$ cat config.mk
export PLATFORM = sky130hd
export DESIGN_NAME = fpnew_result_reorder
export DESIGN_NICKNAME = d
export VERILOG_FILES = /design/src/rtl/fpnew_pkg.sv /design/src/rtl/fpnew_result_reorder.sv
export SDC_FILE = /design/constraint.sdc
export NUM_CORES = 1
export LEC_CHECK = 0
export BUFFER_PORTS_ARGS = -buffer_cell sky130_fd_sc_hd__buf_4
export CORE_UTILIZATION = 40
export CTS_CLUSTER_SIZE = 24
export DETAILED_ROUTE_END_ITERATION = 7
export PLACE_DENSITY = 0.63
export SLEW_MARGIN = 20
export SYNTH_ARGS = -nofsm -noshare
export SYNTH_HDL_FRONTEND = slang
export SYNTH_SLANG_ARGS = --single-unit
export TNS_END_PERCENT = 1
$ cat constraint.sdc
create_clock -name clk_i -period 7.6 [get_ports clk_i]
set_clock_uncertainty 0.2 [all_clocks]
set_input_delay 0.76 -clock clk_i [delete_from_list [all_inputs] [get_ports clk_i]]
set_output_delay 0.76 -clock clk_i [all_outputs]
set_load 0.03 [all_outputs]
$ cat src/rtl/fpnew_pkg.sv
// Types shared across the FPU. The reorder buffer uses only the exception-flag struct.
package fpnew_pkg;

    typedef struct packed {
        logic NV;
        logic DZ;
        logic OF;
        logic UF;
        logic NX;
    } status_t;

endpackage

$ cat src/rtl/fpnew_result_reorder.sv
// In-order completion buffer: entries are allocated at issue, written back by ID
// in any order, and retired strictly in allocation order.
module fpnew_result_reorder
    import fpnew_pkg::*;
#(
    parameter int unsigned Width    = 32,
    parameter int unsigned Depth    = 4,
    parameter type         TagType  = logic,
    localparam int unsigned IdxWidth = (Depth > 1) ? $clog2(Depth) : 1
) (
    input  logic                clk_i,
    input  logic                rst_ni,
    input  logic                alloc_valid_i,
    output logic                alloc_ready_o,
    input  TagType              alloc_tag_i,
    output logic [IdxWidth-1:0] alloc_id_o,
    input  logic                wb_valid_i,
    output logic                wb_ready_o,
    input  logic [IdxWidth-1:0] wb_id_i,
    input  logic [Width-1:0]    wb_result_i,
    input  status_t             wb_status_i,
    input  logic                wb_ext_bit_i,
    input  logic                flush_i,
    output logic                out_valid_o,
    input  logic                out_ready_i,
    output logic [Width-1:0]    result_o,
    output status_t             status_o,
    output logic                extension_bit_o,
    output TagType              tag_o,
    output logic                busy_o
);

    typedef struct packed {
        logic [Width-1:0] result;
        status_t          status;
        logic             ext_bit;
        TagType           tag;
    } entry_t;

    localparam logic [IdxWidth:0] FULL_COUNT = (IdxWidth + 1)'(Depth);

    entry_t                r_entry [Depth];
    logic [Depth-1:0]      r_alloc;
    logic [Depth-1:0]      r_done;
    logic [IdxWidth-1:0]   r_head;
    logic [IdxWidth-1:0]   r_tail;
    logic [IdxWidth:0]     r_count;

    logic w_alloc_hs;
    logic w_retire_hs;
    logic w_wb_target_alloc;
    logic w_wb_accept;

    assign alloc_ready_o = (r_count != FULL_COUNT);
    assign alloc_id_o    = r_tail;
    assign wb_ready_o    = 1'b1;
    assign busy_o        = (r_count != '0);

    assign out_valid_o     = r_alloc[r_head] & r_done[r_head];
    assign result_o        = r_entry[r_head].result;
    assign status_o        = r_entry[r_head].status;
    assign extension_bit_o = r_entry[r_head].ext_bit;
    assign tag_o           = r_entry[r_head].tag;

    assign w_alloc_hs  = alloc_valid_i & alloc_ready_o;
    assign w_retire_hs = out_valid_o & out_ready_i;

    // The slot being allocated this cycle counts as allocated so zero-latency
    // opgroups can complete in the same cycle they are issued.
    assign w_wb_target_alloc = r_alloc[wb_id_i] | (w_alloc_hs & (wb_id_i == r_tail));
    assign w_wb_accept       = wb_valid_i & w_wb_target_alloc & ~r_done[wb_id_i];

    always_ff @(posedge clk_i or negedge rst_ni) begin
        if (!rst_ni) begin
            for (int i = 0; i < Depth; i++) begin
                r_entry[i] <= '0;
            end
            r_alloc <= '0;
            r_done  <= '0;
            r_head  <= '0;
            r_tail  <= '0;
            r_count <= '0;
        end else if (flush_i) begin
            r_alloc <= '0;
            r_done  <= '0;
            r_head  <= '0;
            r_tail  <= '0;
            r_count <= '0;
        end else begin
            if (w_alloc_hs) begin
                r_alloc[r_tail]     <= 1'b1;
                r_done[r_tail]      <= 1'b0;
                r_entry[r_tail].tag <= alloc_tag_i;
                r_tail              <= r_tail + 1'b1;
            end
            // Placed after allocation so a same-cycle writeback leaves done set.
            if (w_wb_accept) begin
                r_done[wb_id_i]          <= 1'b1;
                r_entry[wb_id_i].result  <= wb_result_i;
                r_entry[wb_id_i].status  <= wb_status_i;
                r_entry[wb_id_i].ext_bit <= wb_ext_bit_i;
            end
            if (w_retire_hs) begin
                r_alloc[r_head] <= 1'b0;
                r_done[r_head]  <= 1'b0;
                r_head          <= r_head + 1'b1;
            end
            r_count <= r_count + (IdxWidth + 1)'(w_alloc_hs) - (IdxWidth + 1)'(w_retire_hs);
        end
    end

endmodule

# ---- Yosys cells after proc, flatten, opt, wreduce, memory -nomap -nowiden
# Index checks and enable logic that the tools add are counted.
dict set report classes {
  eq_ne 2
  order_cmp 11
  bitwise_logic 18
  n_addsub 4
  muxes 47
  n_reduce_logical 8
}
# op count
set op_table {}
lappend op_table {{$bwmux 156} 4}
lappend op_table {{$mux 156} 3}
lappend op_table {{$demux 39 s2} 4}
lappend op_table {{$mux 39} 3}
lappend op_table {{$bmux 39 s2} 1}
lappend op_table {{$mux 4} 10}
lappend op_table {{$and 4x4->4} 3}
lappend op_table {{$mux 2} 5}
lappend op_table {{$ge 3x3->1 const B} 3}
lappend op_table {{$lt 2x3->1 const B} 3}
lappend op_table {{$not 2->3} 3}
lappend op_table {{$bmux 1 s2} 4}
lappend op_table {{$mux 1} 8}
lappend op_table {{$not 4->4} 2}
lappend op_table {{$or 4x4->4} 2}
lappend op_table {{$mux 7} 1}
lappend op_table {{$and 1x1->1} 6}
lappend op_table {{$demux 1 s2} 3}
lappend op_table {{$ge 2x1->1 const B} 3}
lappend op_table {{$lt 3x1->1 const B} 2}
lappend op_table {{$logic_and 1x1->1} 5}
lappend op_table {{$add 2x1->2 const B} 2}
lappend op_table {{$reduce_bool 2->1} 2}
lappend op_table {{$add 3x1->3} 1}
lappend op_table {{other kinds (7)} 7}
dict set report totals {
  out_inout_bits 45
  in_bits 47
  wordCells 127
  reg_bits 171
}

# ---- Depth between registers and ports, before layout
dict set report logic_depth {
  word_depth 14
  depth_mapped 13
  depth_no_buf 11
}

# ---- Worst setup path after synthesis
# Ideal clock, no wire load.
dict set report synth_path {
  path_type {register to register}
  from {register r_count[1]}
  to {register r_count[2]}
  required_time_ns 7.268
  stages_incl_launch_ff 14
  setup_ns 0.132
  n_path_buf 2
  path_slack_ns 4.784
  arrival_ns 2.484
  period_less_slack_ns 2.816
  cell_sequence {dfrtp_1 or3b_1 buf_2 and2_1 clkbuf_1 inv_1 ha_1 inv_1 ha_1 inv_1 fa_1 xor2_1 xnor2_1 nor2_1}
}
dict set report synth_between {
  elab_chain_cells 5
}
# element line_no
set synth_lines {}
lappend synth_lines {{start, declared} fpnew_result_reorder.sv:47} ;# logic [IdxWidth:0] r_count;
lappend synth_lines {{start signal, assigned} fpnew_result_reorder.sv:108} ;# r_count <= r_count + (IdxWidth + 1)'(w_alloc_hs) - (IdxWidth + 1)'(w_retire_hs);
lappend synth_lines {{$ne 3x3->1} fpnew_result_reorder.sv:54} ;# assign alloc_ready_o = (r_count != FULL_COUNT);
lappend synth_lines {{named net alloc_ready_o} fpnew_result_reorder.sv:14} ;# output logic alloc_ready_o,
lappend synth_lines {{$and 1x1->1} fpnew_result_reorder.sv:65} ;# assign w_alloc_hs = alloc_valid_i & alloc_ready_o;
lappend synth_lines {{$add 3x1->3} fpnew_result_reorder.sv:108}
lappend synth_lines {{$sub 3x1->3} fpnew_result_reorder.sv:108}
lappend synth_lines {{$mux 3} fpnew_result_reorder.sv:83} ;# end else if (flush_i) begin
# The timed path passes the listed nets, and every way through them passes these cells.
# A chain may end at the register's enable or synchronous reset.

# ---- Worst setup path after layout
dict set report layout_path {
  from {register r_head[0]}
  to {output result_o[2]}
}
dict set report layout_between {
  elab_chain_cells 4
}
# element line_no
set layout_lines {}
lappend layout_lines {{start, declared} fpnew_result_reorder.sv:45} ;# logic [IdxWidth-1:0] r_head;
lappend layout_lines {{start signal, assigned} fpnew_result_reorder.sv:106} ;# r_head <= r_head + 1'b1;
lappend layout_lines {{$not 2->3 (not written as such)} fpnew_result_reorder.sv:60} ;# assign result_o = r_entry[r_head].result;
lappend layout_lines {{$bmux 39 s2} fpnew_result_reorder.sv:60}
lappend layout_lines {{$mux 39 (2 in a row)} n/a}
lappend layout_lines {{end, declared} fpnew_result_reorder.sv:26} ;# output logic [Width-1:0] result_o,
# Every way passes these cells. The select of a mux whose other input is x is not followed.

==> run summary <==
=================================================================================
Slowest cell on the critical path                                         dfrtp_4
Post-layout total power                                                   3.51 mW
GP Congestion                                                               0.798
Root Driver                                                             clkbuf_16
Total of buffers placed on input and output ports                              90
Core outline area                                                    0.0202 sq mm
RSZ-0062 raised after global routing                                        false
I/O pin count                                                                  92
Beginning of the worst register-to-register path                     r_head[0]$_DFFE_PN0P_
GRT Total Usage                                                             17.2%
Share of layout cells above drive strength 1                                57.0%
Maximum vdd ir drop                                                        151 uV
Cells along the critical path                                        mux4_2, buf_4
Residual antenna-violating net count after detailed routing                     0
Proportion of synthesized chip area in sequential cells                     52.0%
Final sum of negative setup slack                                            0 ps
Async SR Flop Fraction                                                       100%
Main area contributors after synthesis                               dfrtp_1 (52%), mux2_4 (15%), mux4_2 (11%)
WP buf/inv                                                                      1
Cell count after synthesis                                                    483
Most frequent cells after synthesis                                  dfrtp_1 (171), mux2_4 (80), mux2_2 (77), mux4_2 (40), buf_12 (12)
First-pass detailed-route iteration total                                       4
Number of endpoints failing setup at the final stage                            0
Number of antenna violations at the first check in global routing               0
H-Tree Level Count                                                              4
Leakage power of the design                                               4.71 nW
Max Clk Rate                                                            0.305 GHz
Final Hold Viols                                                                0
Arrival time of data at the critical path endpoint                        2320 ps
Post-synth EDFFs                                                                0
CTS tree                                                                    built
Type of the worst min-delay path                                     primary input to async pin
Number of filler instances in the final layout                               1759
Register clock-pin slew on the reported worst setup and hold paths          60 ps
Clk_lat worst skew                                                         430 ps
Initial Util                                                                40.8%
First-pass GRT wire length                                               28300 um
Number of global-route vias before repair                                    5081
CP Class                                                             register to primary output
Final number of max-transition violations                                       0
Remaining DRCs                                                                  0
Share of the synthesized area in the top cell type                          52.0%
Max-cap violations                                                              0
CTS Hold Buffers Added                                                          0
Slew at the pin with the worst max-slew slack                              959 ps
Worst-case reg-to-reg path depth                                               10
Crit end category                                                    primary output
Horizontal die dimension                                                   145 um
Row count                                                                      52
Result of the run                                                    complete, no violations
Crit start category                                                      register
Maximum count of clock buffers along a single path                              2
Die H                                                                      145 um
Avg Cell Area, Syn                                                     17.0 sq um
Vias per cell                                                                5.18
Worst rel slew slack                                                        36.1%
Post-CTS repair timing setup buffer count                                       0
Initial DRC Count                                                             190
Cell area power density                                               367 mW/mm^2
Top cell type by total area after synthesis                               dfrtp_1
Final net count                                                               620
Die Area                                                             0.0211 sq mm
Quantity of gates resized following cts                                         0
Routed via count                                                             4373
Synthesis-stage register bit count                                            171
Worst reg-to-reg setup slack                                              4340 ps
Clock Sink Count                                                              171
Pin count of the biggest net entering global routing                          105
Delay-heaviest family, CP                                              flip-flops
Combined area of all synthesized cells                               0.00823 sq mm
Top-count cell post-synth                                                 dfrtp_1
Count of unique library cells instantiated by Yosys                            37
Final standard cell utilization of the core                                 47.4%
Crit path largest cell delay                                              1040 ps
Synthesized net count                                                         541
Global route overflow                                                           0
Final period utilization                                                    43.2%
Average wire per standard cell                                            19.9 um
Final worst path period need                                              3280 ps
Data required time at the worst endpoint                                  6640 ps
Top_reg_cell synth                                                        dfrtp_1
Half-perimeter wire length after detailed placement                      10300 um
Peak fanout along the critical path                                            46
CTS buffer count                                                               17
Reg2Reg Capture Point                                                r_count[2]$_DFF_PN0_
Area delta synth->final                                                     16.2%
Antenna Diode Count                                                             0
Number of warnings issued by yosys                                              0
Total length of routed wires                                             16900 um
=================================================================================
-- layout make-up --
| cell class | instances | area, sq um | share of cell area [%] |
|---|---|---|---|
| clock inverters | 14 | 194 | 2.03 |
| flip-flops and latches | 171 | 4280 | 44.8 |
| multi-input cells | 273 | 3580 | 37.5 |
| well taps | 270 | 338 | 3.54 |
| clock buffers | 18 | 439 | 4.60 |
| repair buffers | 92 | 694 | 7.27 |
| inverters | 7 | 26.3 | 0.275 |
-- cell families after synthesis --
family | count (synthesis) | synth area share, %
adders and majority gates | 11 | 1.76
and+or+nand+nor | 36 | 2.94
AOI/OAI and AO/OA | 22 | 2.02
xor gates and xnor gates | 5 | 0.532
muxes | 198 | 36.2
DFF | 171 | 52.0
other | 1 | 0.0456
buffers and inverters | 39 | 4.46
-- metal layers --
layer	vias up	GRT usage, %	wire length, um
met1	2338	22.4	7600
met2	78	28.3	8410
met5	-	0	0
met3	16	4.48	655
met4	0	5.32	185
li1	1941	-	-
-- metrics by stage --
stage	cell area [sq um]	std cells	worst slack [ps]	hold WS [ps]
finish	9560	845	4320	233
floorplan	8230	483	4780	264
global route	9560	845	4030	282
global placement	8920	813	4320	281
CTS	9560	845	4240	283
detailed placement	8920	813	4240	290
-- worst reg2reg max path, delay by kind of cell (launching register included) --
kind | cells | cell delay, ps
flip-flops | 1 | 1040
adder cells (fa/ha/maj) | 3 | 850
AO/OA/AOI/OAI | 2 | 610
XOR/XNOR | 2 | 310
buffers and inverters | 2 | 100
AND/OR/NAND/NOR | 1 | 50
-- registers in the layout, summed over array words and instances, names as in the netlist --
| register | count |
|---|---|
| alloc_id_o | 2 |
| r_alloc | 4 |
| r_done | 4 |
| r_count | 3 |
| r_entry | 156 |
| r_head | 2 |
-- cells in the final DEF (no fill, tap or decap), types with 2 or more instances in the layout --
cell and n:
mux2_2 77, nand2b_1 2, a21oi_1 5, nand3b_4 4, mux4_2 40, mux2_4 80, clkinv_2 3, inv_1 7
clkinv_4 3, clkinvlp_4 2, nor2_1 5, nor3_1 2, a211oi_1 8, buf_4 91, ha_1 10, inv_6 2
dfrtp_1 169, a22oi_1 4, nand2_1 10, xnor2_1 4, clkbuf_16 17, nand3_1 6, bufinv_16 4
-- worst max-delay path by stage --
stage                                      from              endpoint  depth (start not counted)  slack (ps)
after floorplan            r_count[1]$_DFF_PN0_  r_count[2]$_DFF_PN0_                         13        4780
after global placement    r_head[0]$_DFFE_PN0P_  r_count[2]$_DFF_PN0_                         10        4320
after detailed placement  r_head[0]$_DFFE_PN0P_  r_count[2]$_DFF_PN0_                         10        4240
after CTS                 r_head[0]$_DFFE_PN0P_  r_count[2]$_DFF_PN0_                         10        4240
after global routing      r_head[0]$_DFFE_PN0P_  r_count[2]$_DFF_PN0_                         10        4030
final                     r_head[0]$_DFFE_PN0P_           result_o[2]                          2        4320
-- power by group --
group	switching (mW)	internal, mW	leakage [nW]
clock network	0.366	0.561	0.307
registers	0.203	1.27	2.23
logic	0.461	0.644	2.17
total	1.03	2.48	4.71
Note: power is estimated with default switching activity, not from simulation.
